===== src/rtl/hdlc_tx_framer.sv =====
// Bit-serial HDLC transmit framer: flags, LSB-first zero-stuffed payload,
// abort/underrun/overflow termination and a minimum idle gap between frames.
module hdlc_tx_framer #(
    parameter int MAX_FRAME_BYTES = 126,
    parameter int IDLE_BITS       = 8
) (
    input  logic       Clk,
    input  logic       Rst,
    input  logic       TxEN,
    input  logic       Tx_Start,
    input  logic       Tx_Valid,
    input  logic [7:0] Tx_Data,
    input  logic       Tx_Last,
    input  logic       Tx_AbortFrame,
    output logic       Tx,
    output logic       Tx_RdBuff,
    output logic       Tx_Busy,
    output logic       Tx_Done,
    output logic       Tx_AbortedTrans,
    output logic       Tx_Underrun,
    output logic       Tx_Overflow,
    output logic [7:0] Tx_ByteCount
);

    typedef enum logic [2:0] {
        IDLE,
        OPEN_FLAG,
        DATA,
        CLOSE_FLAG,
        ABORT,
        GAP
    } state_t;

    localparam int GW = $clog2(IDLE_BITS + 1);
    // Line order is LSB first: flag 0111_1110, abort 0111_1111.
    localparam logic [7:0] FLAG_PAT  = 8'h7E;
    localparam logic [7:0] ABORT_PAT = 8'hFE;

    state_t        state;
    logic [7:0]    shReg;
    logic [3:0]    bitCnt;
    logic [2:0]    onesCnt;
    logic          isLast;
    logic [GW-1:0] gapCnt;
    logic          abortReq;

    assign abortReq = Tx_AbortFrame || !TxEN;

    always_ff @(posedge Clk or posedge Rst) begin
        if (Rst) begin
            state           <= IDLE;
            shReg           <= '0;
            bitCnt          <= '0;
            onesCnt         <= '0;
            isLast          <= 1'b0;
            gapCnt          <= '0;
            Tx              <= 1'b1;
            Tx_RdBuff       <= 1'b0;
            Tx_Busy         <= 1'b0;
            Tx_Done         <= 1'b0;
            Tx_AbortedTrans <= 1'b0;
            Tx_Underrun     <= 1'b0;
            Tx_Overflow     <= 1'b0;
            Tx_ByteCount    <= '0;
        end else begin
            Tx_RdBuff       <= 1'b0;
            Tx_Done         <= 1'b0;
            Tx_AbortedTrans <= 1'b0;
            Tx_Underrun     <= 1'b0;
            Tx_Overflow     <= 1'b0;
            unique case (state)
                IDLE: begin
                    Tx <= 1'b1;
                    if (Tx_Start && TxEN && Tx_Valid) begin
                        shReg        <= Tx_Data;
                        isLast       <= Tx_Last;
                        Tx_RdBuff    <= 1'b1;
                        Tx_ByteCount <= 8'd1;
                        Tx_Busy      <= 1'b1;
                        bitCnt       <= '0;
                        onesCnt      <= '0;
                        state        <= OPEN_FLAG;
                    end
                end
                OPEN_FLAG: begin
                    if (abortReq) begin
                        Tx     <= 1'b0;
                        bitCnt <= 4'd1;
                        state  <= ABORT;
                    end else begin
                        Tx      <= FLAG_PAT[bitCnt[2:0]];
                        onesCnt <= '0;
                        if (bitCnt == 4'd7) begin
                            bitCnt <= '0;
                            state  <= DATA;
                        end else begin
                            bitCnt <= bitCnt + 4'd1;
                        end
                    end
                end
                DATA: begin
                    if (abortReq) begin
                        Tx     <= 1'b0;
                        bitCnt <= 4'd1;
                        state  <= ABORT;
                    end else if (onesCnt == 3'd5) begin
                        Tx      <= 1'b0;
                        onesCnt <= '0;
                    end else begin
                        Tx      <= shReg[bitCnt[2:0]];
                        onesCnt <= shReg[bitCnt[2:0]] ? onesCnt + 3'd1 : 3'd0;
                        if (bitCnt == 4'd7) begin
                            bitCnt <= '0;
                            if (isLast) begin
                                state <= CLOSE_FLAG;
                            end else if (Tx_ByteCount >= 8'(MAX_FRAME_BYTES)) begin
                                Tx_Overflow <= 1'b1;
                                state       <= ABORT;
                            end else if (!Tx_Valid) begin
                                Tx_Underrun <= 1'b1;
                                state       <= ABORT;
                            end else begin
                                shReg        <= Tx_Data;
                                isLast       <= Tx_Last;
                                Tx_RdBuff    <= 1'b1;
                                Tx_ByteCount <= Tx_ByteCount + 8'd1;
                            end
                        end else begin
                            bitCnt <= bitCnt + 4'd1;
                        end
                    end
                end
                CLOSE_FLAG: begin
                    if (abortReq) begin
                        Tx     <= 1'b0;
                        bitCnt <= 4'd1;
                        state  <= ABORT;
                    end else if (onesCnt == 3'd5) begin
                        Tx      <= 1'b0;
                        onesCnt <= '0;
                    end else if (bitCnt == 4'd8) begin
                        Tx      <= 1'b1;
                        Tx_Done <= 1'b1;
                        gapCnt  <= GW'(1);
                        state   <= GAP;
                    end else begin
                        Tx      <= FLAG_PAT[bitCnt[2:0]];
                        onesCnt <= '0;
                        bitCnt  <= bitCnt + 4'd1;
                    end
                end
                ABORT: begin
                    if (bitCnt == 4'd8) begin
                        Tx              <= 1'b1;
                        Tx_AbortedTrans <= 1'b1;
                        gapCnt          <= GW'(1);
                        state           <= GAP;
                    end else begin
                        Tx     <= ABORT_PAT[bitCnt[2:0]];
                        bitCnt <= bitCnt + 4'd1;
                    end
                end
                GAP: begin
                    Tx <= 1'b1;
                    if (gapCnt == GW'(IDLE_BITS)) begin
                        Tx_Busy <= 1'b0;
                        state   <= IDLE;
                    end else begin
                        gapCnt <= gapCnt + GW'(1);
                    end
                end
                default: begin
                    Tx    <= 1'b1;
                    state <= IDLE;
                end
            endcase
        end
    end

endmodule

===== config.mk =====
export PLATFORM = sky130hd
export DESIGN_NAME = hdlc_tx_framer
export DESIGN_NICKNAME = d
export VERILOG_FILES = /design/src/rtl/hdlc_tx_framer.sv
export SDC_FILE = /design/constraint.sdc
export NUM_CORES = 1
export LEC_CHECK = 0
export BUFFER_PORTS_ARGS = -buffer_cell sky130_fd_sc_hd__buf_4
export CAP_MARGIN = 10
export CORE_ASPECT_RATIO = 0.7
export CORE_UTILIZATION = 60
export DETAILED_ROUTE_END_ITERATION = 12
export GPL_TIMING_DRIVEN = 1
export PLACE_DENSITY = 0.82
export SETUP_SLACK_MARGIN = 0.5
export SLEW_MARGIN = 20
export SYNTH_ARGS = -nofsm -noshare
export SYNTH_HDL_FRONTEND = slang
export SYNTH_SLANG_ARGS = --single-unit
export TNS_END_PERCENT = 10

===== constraint.sdc =====
create_clock -name Clk -period 2.8 [get_ports Clk]
set_input_delay 0.7 -clock Clk [delete_from_list [all_inputs] [get_ports Clk]]
set_output_delay 0.7 -clock Clk [all_outputs]
set_load 0.02 [all_outputs]

==> flow_metrics.py <==
metrics = {
    "status": {
        "run_status": "completed",
    },
    "pwr": {
        "power.leakage_nw": 1.15,
        "total_power_w": 0.00219,
        "clkPwrFrac_pct": 17.9,
        "ir_drop_mv": 0.554,
        "p_int_w": 0.00130,
        "p_sw_share_pct": 40.8,
        "powerDensity_nw_per_um2": 823,
        "p_comb_share_pct": 42.6,
        "power_frac_seq_pct": 39.5,
        "p_switching_w": 0.000893,
    },
    "placed_design": {
        "gp_congestion": 0.936,
        "port-buffer-count": 29,
        "dp_hpwl_um": 3780,
        "pre_cts_ws_ps": 364,
        "dpl_cell_area_um2": 2550,
    },
    "timing": {
        "min_period_ps": 2180,
        "slew_headroom_pct": 59.6,
        "final-setup-viol-count": 0,
        "tightestPinTransition_ps": 600,
        "slew_viol_final": 0,
        "max_freq_ghz": 0.459,
        "setup_ws_ps": 622,
        "skew_ps": 7.18,
        "hold_viol_final": 0,
        "rsz0062_at_grt": "no",
        "tns_ps": 0,
        "period_share_pct": 77.8,
        "whs_ps": 480,
    },
    "logic_synthesis": {
        "synth_cell_types": 56,
        "syn-num-nets": 265,
        "async_reset_ff_share_pct": 100,
        "synthCells": 241,
        "yosys_warnings": 0,
        "synth_area_um2": 2280,
        "ys_ff_latch": 38,
        "synthFlopType": "dfrtp_1",
        "yosysSeqAreaShare_pct": 41.7,
        "synth_edf_count": 0,
        "synth_area_per_cell_um2": 9.47,
    },
    "setup_path": {
        "criticalPathCategory": "reg -> reg",
        "cp_max_fo": 14,
        "startpoint_type": "flip-flop",
        "cp_data_arrival_time_ps": 2350,
        "cp.required_ps": 2970,
        "end_kind": "flip-flop",
    },
    "routing": {
        "wl_per_cell_um": 15.9,
        "top_layer": "met4",
        "drtPass1Iterations": 5,
        "routed_wl_um": 5140,
        "ant_nets": 0,
        "routed-wl-met3_um": 439,
        "wl_met1_um": 2280,
        "dr.first_iter.drc_count": 229,
        "viasPerCell": 6.23,
        "routed-wl-met2_um": 2310,
        "num_vias": 2019,
        "drc": 0,
    },
    "die": {
        "die_area_um2": 4060,
        "pin_count": 30,
        "rows": 18,
        "core_um2": 3580,
        "start_util_pct": 63.7,
        "fp.dieW_um": 75.7,
        "fp.dieH_um": 53.6,
    },
    "cells_and_area": {
        "area_growth_pct": 16.4,
        "final_common_cell": "dfrtp_1",
        "antenna_cells": 0,
        "fin_nets": 297,
        "drive_gt1_share_pct": 20.4,
        "final_cell_area_um2": 2660,
        "final_cell_mix": "dfrtp_1 (37), buf_4 (36), nor2_1 (16), nand2_1 (16), o21ai_0 (14)",
    },
    "grt": {
        "antenna_found_initial": 0,
        "grt_max_degree": 39,
        "grt_pass1_wl_um": 8270,
        "grt_pass1_vias": 1728,
        "grt-ovfl-total": 0,
        "grt_usage_pct": 28.2,
    },
    "job": {
        "drv_cap": 0,
    },
    "clocking": {
        "cts.sink_count": 38,
        "cts_tree": "built",
        "clkTransAtPathRegs_ps": 70,
        "htree_levels": 2,
        "clockBufferDepth": 2,
        "clk_latency_ps": 290,
        "cts_root_buf": "clkbuf_8",
        "numCtsBuffers": 5,
        "hold_buffers": 0,
        "postCtsSetupRepairBufs": 0,
    },
    "min_path": {
        "hp-class": "reg -> reg",
    },
}
## path summary, 6_finish.rpt
path / start / slack, ps / endpoint / cells after the start
worst max-delay path: bitCnt[1] / 620 / shReg[0] / 5
worst min-delay path: shReg[4] / 480 / shReg[4] / 1
worst max register to register: bitCnt[1] / 620 / shReg[0] / 5
worst min register to register: shReg[4] / 480 / shReg[4] / 1
max in group asynchronous: Rst / 1940 / Tx / 3
min in group asynchronous: Rst / 510 / Tx_ByteCount[0] / 3
## timing repair
| item | in CTS | in global routing |
|---|---|---|
| endpoints found under the setup margin | 8 | 2 |
| pin swaps | 0 | 1 |
| gates resized for setup | 1 | 0 |
## registers in the layout, indices dropped and copies added (netlist names), 3 cells and up
| register | flops |
|---|---|
| bitCnt | 4 |
| onesCnt | 3 |
| Tx_ByteCount | 8 |
| shReg | 8 |
| gapCnt | 4 |
| state | 3 |
## power groups by stage
stage | clock [W] | combinational [W] | sequential, W
after floorplan | 0 | 0.000667 | 0.000850
after global placement | 0 | 0.000878 | 0.000861
after detailed placement | 0 | 0.000908 | 0.000870
after CTS | 0.000398 | 0.000920 | 0.000860
after global routing | 0.000426 | 0.00103 | 0.000882
final | 0.000392 | 0.000932 | 0.000864
## synthesized netlist by cell type, drive strengths merged, types with 3 or more instances
master | instances | share of area (%)
nor2 | 16 | 2.6
nor2b | 10 | 2.7
nand2 | 16 | 2.6
ha | 9 | 4.9
nor4 | 3 | 1.1
a2111oi | 4 | 1.5
buf | 11 | 2.6
nand3b | 4 | 1.3
mux2 | 8 | 3.9
inv | 13 | 2.1
nor3 | 11 | 2.4
a21oi | 12 | 2.6
nor3b | 3 | 1.7
a32oi | 3 | 1.2
nand4 | 7 | 2.9
xor2 | 3 | 1.2
nand3 | 11 | 2.4
o21ai | 21 | 4.9
dfrtp | 37 | 41
xnor2 | 4 | 1.5
## cell type report
| class | instances | area [um^2] |
|---|---|---|
| inverters | 13 | 48.8 |
| clock inverters | 2 | 12.5 |
| fillers | 257 | 923 |
| clock buffers | 6 | 82.6 |
| repair buffers | 36 | 270 |
| well taps | 50 | 62.6 |
| multi-input cells | 179 | 1230 |
| flip-flops and latches | 38 | 952 |
## per-layer routing
| metal | vias to the layer above | GRT usage, % |
|---|---|---|
| li1 | 946 | - |
| met1 | 959 | 39.8 |
| met2 | 98 | 41.4 |
| met3 | 16 | 8.05 |
| met4 | 0 | 10.8 |
| met5 | - | 0 |
## critical path: stages (launching register included)
cell	delay (ps)
dfrtp_1	570
ha_1	280
and3b_2	270
nand4_4	170
o21ai_4	380
mux2_1	380
## metrics by stage
step	utilization, %	std cells
floorplan	-	241
global placement	71.3	316
detailed placement	71.3	316
CTS	74.2	324
global route	74.2	324
finish	74.2	324
## kinds of logic after synthesis
kind of cell | count (synthesis) | synth area share (%)
buffers and inverters | 24 | 4.77
adders and majority gates | 10 | 5.43
AOI/OAI and AO/OA | 58 | 16.6
muxes | 8 | 3.95
xor gates and xnor gates | 7 | 2.69
and+or+nand+nor | 96 | 24.8
DFF | 38 | 41.7
Power figures use the tool's default switching activity.
